==> config.mk <==
export PLATFORM = sky130hd
export DESIGN_NAME = ysyx_22040125_pipe_stage
export DESIGN_NICKNAME = d
export VERILOG_FILES = /design/src/rtl/ysyx_22040125_pipe_pkg.sv /design/src/rtl/ysyx_22040125_pipe_slot.sv /design/src/rtl/ysyx_22040125_pipe_stage.sv
export SDC_FILE = /design/constraint.sdc
export NUM_CORES = 1
export LEC_CHECK = 0
export ABC_AREA = 1
export CAP_MARGIN = 10
export CORE_UTILIZATION = 30
export CTS_CLUSTER_SIZE = 8
export DETAILED_ROUTE_END_ITERATION = 16
export GPL_TIMING_DRIVEN = 0
export SLEW_MARGIN = 20
export SYNTH_ARGS = -nofsm -noshare
export SYNTH_HDL_FRONTEND = slang
export SYNTH_SLANG_ARGS = --single-unit
==> constraint.sdc <==
create_clock -name clk -period 5.6 [get_ports clk]
set_clock_uncertainty 0.2 [all_clocks]
set_input_delay 1.68 -clock clk [delete_from_list [all_inputs] [get_ports clk]]
set_output_delay 1.68 -clock clk [all_outputs]
set_load 0.02 [all_outputs]
==> src/rtl/ysyx_22040125_pipe_pkg.sv <==
// Shared types for the ysyx_22040125 pipeline stage registers: occupancy
// states and the packed bundles carried across each stage boundary.
package ysyx_22040125_pipe_pkg;

  // Occupancy encoding is {S.valid, M.valid}.
  typedef enum logic [1:0] {
    EMPTY = 2'b00,
    ONE   = 2'b01,
    FULL  = 2'b11
  } pipe_state_e;

  typedef struct packed {
    logic [31:0] pc;
    logic [31:0] inst;
  } if_id_t;

  typedef struct packed {
    logic [31:0] pc;
    logic [31:0] inst;
    logic [63:0] rs1_val;
    logic [63:0] rs2_val;
    logic [63:0] imm;
    logic [4:0]  rd;
    logic [15:0] ctrl;
  } id_exe_t;

  typedef struct packed {
    logic [31:0] pc;
    logic [63:0] alu_res;
    logic [63:0] store_val;
    logic [4:0]  rd;
    logic [7:0]  ctrl;
  } exe_mem_t;

  typedef struct packed {
    logic [31:0] pc;
    logic [63:0] wb_val;
    logic [4:0]  rd;
    logic        wen;
  } mem_wb_t;

  localparam int unsigned IF_ID_W   = $bits(if_id_t);
  localparam int unsigned ID_EXE_W  = $bits(id_exe_t);
  localparam int unsigned EXE_MEM_W = $bits(exe_mem_t);
  localparam int unsigned MEM_WB_W  = $bits(mem_wb_t);

endpackage

==> src/rtl/ysyx_22040125_pipe_slot.sv <==
// One storage entry of a pipe stage: valid bit plus payload register.
module ysyx_22040125_pipe_slot #(
  parameter int unsigned      WIDTH   = 64,
  parameter logic [WIDTH-1:0] RST_VAL = '0
) (
  input  logic             clk,
  input  logic             rst,
  input  logic             load,
  input  logic             clear,
  input  logic [WIDTH-1:0] d,
  output logic             valid,
  output logic [WIDTH-1:0] data
);

  // Valid bit: clear has priority, load marks the entry occupied.
  always_ff @(posedge clk or posedge rst) begin
    if (rst)        valid <= 1'b0;
    else if (clear) valid <= 1'b0;
    else if (load)  valid <= 1'b1;
  end

  // Payload only changes on load, so idle in_data never propagates.
  always_ff @(posedge clk or posedge rst) begin
    if (rst)       data <= RST_VAL;
    else if (load) data <= d;
  end

endmodule

==> src/rtl/ysyx_22040125_pipe_stage.sv <==
// Handshaked pipeline stage register with optional two-entry skid buffer.
// M is the oldest entry and drives out_data; S catches the one extra beat
// that arrives after back-pressure so in_ready stays registered.
module ysyx_22040125_pipe_stage
  import ysyx_22040125_pipe_pkg::*;
#(
  parameter int unsigned      WIDTH   = 64,
  parameter bit               SKID    = 1'b1,
  parameter logic [WIDTH-1:0] RST_VAL = '0
) (
  input  logic             clk,
  input  logic             rst,
  input  logic             flush,
  input  logic             in_valid,
  output logic             in_ready,
  input  logic [WIDTH-1:0] in_data,
  output logic             out_valid,
  input  logic             out_ready,
  output logic [WIDTH-1:0] out_data,
  output logic [1:0]       count
);

  logic             m_valid, s_valid;
  logic [WIDTH-1:0] m_data, s_data, m_d;
  logic             m_load, m_clear, s_load, s_clear, m_from_s;
  logic             accept, deliver;
  pipe_state_e      state;

  assign state     = pipe_state_e'({s_valid, m_valid});
  assign out_valid = m_valid & ~flush;
  assign out_data  = m_data;
  assign count     = {1'b0, m_valid} + {1'b0, s_valid};

  // Ready: registered-only with skid, pass-through of out_ready without.
  always_comb begin
    if (SKID) in_ready = ~s_valid & ~flush;
    else      in_ready = (~m_valid | out_ready) & ~flush;
  end

  assign accept  = in_valid & in_ready;
  assign deliver = out_valid & out_ready;

  // Slot load/clear decode from occupancy and this cycle's handshakes.
  always_comb begin
    m_load   = 1'b0;
    m_clear  = 1'b0;
    s_load   = 1'b0;
    s_clear  = 1'b0;
    m_from_s = 1'b0;
    case (state)
      ONE: begin
        if (deliver && accept) m_load  = 1'b1;
        else if (deliver)      m_clear = 1'b1;
        else if (accept)       s_load  = 1'b1;
      end
      FULL: begin
        if (deliver) begin
          m_load   = 1'b1;
          m_from_s = 1'b1;
          s_clear  = 1'b1;
        end
      end
      default: m_load = accept;
    endcase
    if (flush) begin
      m_clear = 1'b1;
      s_clear = 1'b1;
    end
  end

  assign m_d = m_from_s ? s_data : in_data;

  ysyx_22040125_pipe_slot #(.WIDTH(WIDTH), .RST_VAL(RST_VAL)) u_m (
    .clk(clk), .rst(rst), .load(m_load), .clear(m_clear),
    .d(m_d), .valid(m_valid), .data(m_data)
  );

  generate
    if (SKID) begin : g_skid
      ysyx_22040125_pipe_slot #(.WIDTH(WIDTH), .RST_VAL(RST_VAL)) u_s (
        .clk(clk), .rst(rst), .load(s_load), .clear(s_clear),
        .d(in_data), .valid(s_valid), .data(s_data)
      );
    end else begin : g_noskid
      assign s_valid = 1'b0;
      assign s_data  = RST_VAL;
    end
  endgenerate

endmodule

==> flow_summary.yaml <==
route:
  via_count: 4916
  drt-vias-per-instance: 4.42
  first_pass_iters: 5
  remaining_drc_errors: 0
  routed_wl_per_cell_um: 13.6
  route.antenna.remaining_nets: 0
  detail_route.iter0.violations: 191
  wl_um: 15100
sta:
  rsz0062_at_grt: "false"
  fmax_mhz: 205
  hold_viol_final: 0
  tightestPinTransition_ns: 0.507
  min_period_over_period_pct: 87.2
  setup_viol_count_final: 0
  finalSetupTns_ns: 0
  final_max_slew_viol_count: 0
  slew-limit-headroom_pct: 66.2
  min_period_ns: 4.88
cts:
  clk_latency_ns: 0.42
  cts-buffers-inserted: 17
  cts.path.max_buffers: 2
  post_cts_setup_buffer_count: 0
  clkSlewWorstSetupHoldPaths_ns: 0.05
  holdBufCountCts: 0
  h-tree-depth: 4
  numClockSinks: 130
  post_cts_resize_count: 0
  cts_tree: "done"
  cts-root-buf: "sky130_fd_sc_hd__clkbuf_16"
final_layout:
  final_nets: 938
  syn_to_final_growth_pct: 39.9
  drive_above_1_share_pct: 8.42
  antennaDiodeCount: 0
  layout.cell_area.non_filler_mm2: 0.00798
  final_util_pct: 42.8
global_routing:
  overflow: 0
  first_global_vias: 4739
  grt_usage_pct: 16.2
  antenna_violations_before_repair: 0
  grt_pass1_wl_um: 24600
  maximum_number_of_pins_on_one_net_before_global_route_repair: 74
run:
  max_cap_viol_count: 0
status:
  outcome: "completed"
power_and_ir_drop:
  max-vdd-ir-drop_mv: 0.217
  power.static_leakage_nw: 3.97
  cellPowerDensity_mw_per_mm2: 387
die:
  fp.dieArea_mm2: 0.0196
  design.core.area_mm2: 0.0186
  initial_core_util_pct: 30.6
  die-height_um: 140
  die_span_in_x_um: 140
  boundaryPins: 137
  row_count: 50
critical_path:
  critical_path_peak_fanout: 3
  worst-endpoint-required_ns: 3.72
  worstSetupEndpointType: "output port"
  critical_path_arrival_ns: 3.00
  path_class: "primary input to output port"
  timing.critical_path.from_type: "primary input"
yosys:
  synth_area_leader_cell: "sky130_fd_sc_hd__dfrtp_1"
  syn_inst: 711
  synth_sequential_area_ratio_pct: 57.1
  post_synth.cell_area_avg_um2: 8.02
  synthDistinctLibCells: 17
  yosys.area.top_type_share_pct: 57.1
  synth_fp_nets: 782
  yosysWarningCount: 0
  netlist_top_cells_area: "sky130_fd_sc_hd__dfrtp_1 (57%), sky130_fd_sc_hd__nand2_1 (22%), sky130_fd_sc_hd__o21ai_0 (5.9%)"
  syn-cell-area_mm2: 0.00570
  synth_seq_cells: 130
place:
  dp_hpwl_um: 10200
  place_congestion: 0.763
  io_buffers: 136
  detailed_place.area_mm2: 0.00739
hold_path:
  hold_path_class: "flop to flop"
-- cells in the mapped netlist, drive strengths merged --
cell / instances
nand4: 1
nand2: 328
ha: 2
inv: 72
nand3: 2
nor2: 6
a21oi: 1
o21ai: 128
buf: 33
dfrtp: 130
clkbuf: 8
-- critical path, cell delays in order --
cell and delay, ns:
sky130_fd_sc_hd__clkdlybuf4s50_1 0.48, sky130_fd_sc_hd__nor2_2 0.18, sky130_fd_sc_hd__clkdlybuf4s50_1 0.66
-- kinds of logic (layout without fill, tap and decap cells) --
family / Yosys count / count (layout) / synth area share, %
AND/OR/NAND/NOR: 337 / 337 / 22.5
flip-flops: 130 / 130 / 57.1
adder cells (fa/ha/maj): 2 / 2 / 0.439
buffers and inverters: 113 / 281 / 8.65
AO/OA/AOI/OAI: 129 / 129 / 11.3
-- layer usage --
| layer | vias up | wire, µm | global-route usage [%] |
|---|---|---|---|
| met5 | - | 0 | 0 |
| met4 | 0 | 272 | 6.65 |
| met3 | 19 | 612 | 3.48 |
| met2 | 118 | 7030 | 25.5 |
| met1 | 2283 | 7170 | 21.6 |
| li1 | 2496 | - | - |
-- registers in the layout, summed over array words and instances, names as in the netlist --
register	flops
g_skid.u_s.data	64
u_m.data	64
g_skid.u_s.valid	1
u_m.valid	1
-- stage by stage --
step	hold slack (ns)	std cells	setup WS, ns	power [W]
5_1_grt	0.291	1113	0.631	0.00325
6_report	0.275	1113	0.719	0.00308
3_3_place_gp	0.262	1081	-1.80	0.00198
4_1_cts	0.280	1113	0.700	0.00312
3_5_place_dp	0.265	1082	0.701	0.00199
2_1_floorplan	0.283	711	0.251	0.00167
-- cell usage in the layout (no fill, tap or decap) --
master	instances
sky130_fd_sc_hd__nand2_1	328
sky130_fd_sc_hd__clkdlybuf4s50_1	136
sky130_fd_sc_hd__dfrtp_1	130
sky130_fd_sc_hd__inv_1	68
sky130_fd_sc_hd__o21ai_0	67
sky130_fd_sc_hd__o21ai_1	61
sky130_fd_sc_hd__buf_2	24
sky130_fd_sc_hd__clkbuf_16	17
sky130_fd_sc_hd__buf_4	8
sky130_fd_sc_hd__clkbuf_1	7
sky130_fd_sc_hd__clkinv_2	5
sky130_fd_sc_hd__clkbuf_8	4
sky130_fd_sc_hd__nor2_2	3
sky130_fd_sc_hd__inv_2	3
sky130_fd_sc_hd__nor2_1	3
sky130_fd_sc_hd__clkinvlp_4	3
sky130_fd_sc_hd__nand3_1	2
sky130_fd_sc_hd__ha_1	2
sky130_fd_sc_hd__bufinv_16	2
sky130_fd_sc_hd__clkbuf_2	1
sky130_fd_sc_hd__buf_6	1
sky130_fd_sc_hd__nand4_2	1
sky130_fd_sc_hd__inv_8	1
sky130_fd_sc_hd__a21oi_1	1
sky130_fd_sc_hd__buf_16	1
-- report_power, final --
part / leakage (nW) / switching (W) / internal [W] / total (W)
combinational: 2.09 / 0.000380 / 0.000323 / 0.000703
sequential: 1.59 / 0.0000881 / 0.00118 / 0.00127
clock: 0.287 / 0.000416 / 0.000695 / 0.00111
-- path summary, 6_finish.rpt --
path | from | to | slack [ns] | cells after the start
max in group asynchronous | rst | g_skid.u_s.data[18]$_DFFE_PP0P_ | 3.02 | 3
min in group asynchronous | rst | g_skid.u_s.data[45]$_DFFE_PP0P_ | 1.47 | 2
hold / removal | u_m.data[8]$_DFFE_PP0P_ | u_m.data[8]$_DFFE_PP0P_ | 0.27 | 2
setup / recovery | flush | in_ready | 0.72 | 3
hold reg to reg | u_m.data[8]$_DFFE_PP0P_ | u_m.data[8]$_DFFE_PP0P_ | 0.27 | 2
setup reg to reg | u_m.valid$_DFFE_PP0P_ | u_m.data[28]$_DFFE_PP0P_ | 3.51 | 7
-- layout make-up --
| type | count | area, µm² |
|---|---|---|
| sequential | 130 | 3250 |
| multi-input combinational | 468 | 1950 |
| clock buffer | 21 | 480 |
| buffer | 41 | 223 |
| fill | 1901 | 10700 |
| inverter | 72 | 278 |
| clock inverter | 10 | 108 |
| tap | 234 | 293 |
| timing repair buffer | 137 | 1390 |
Power figures use the tool's default switching activity.
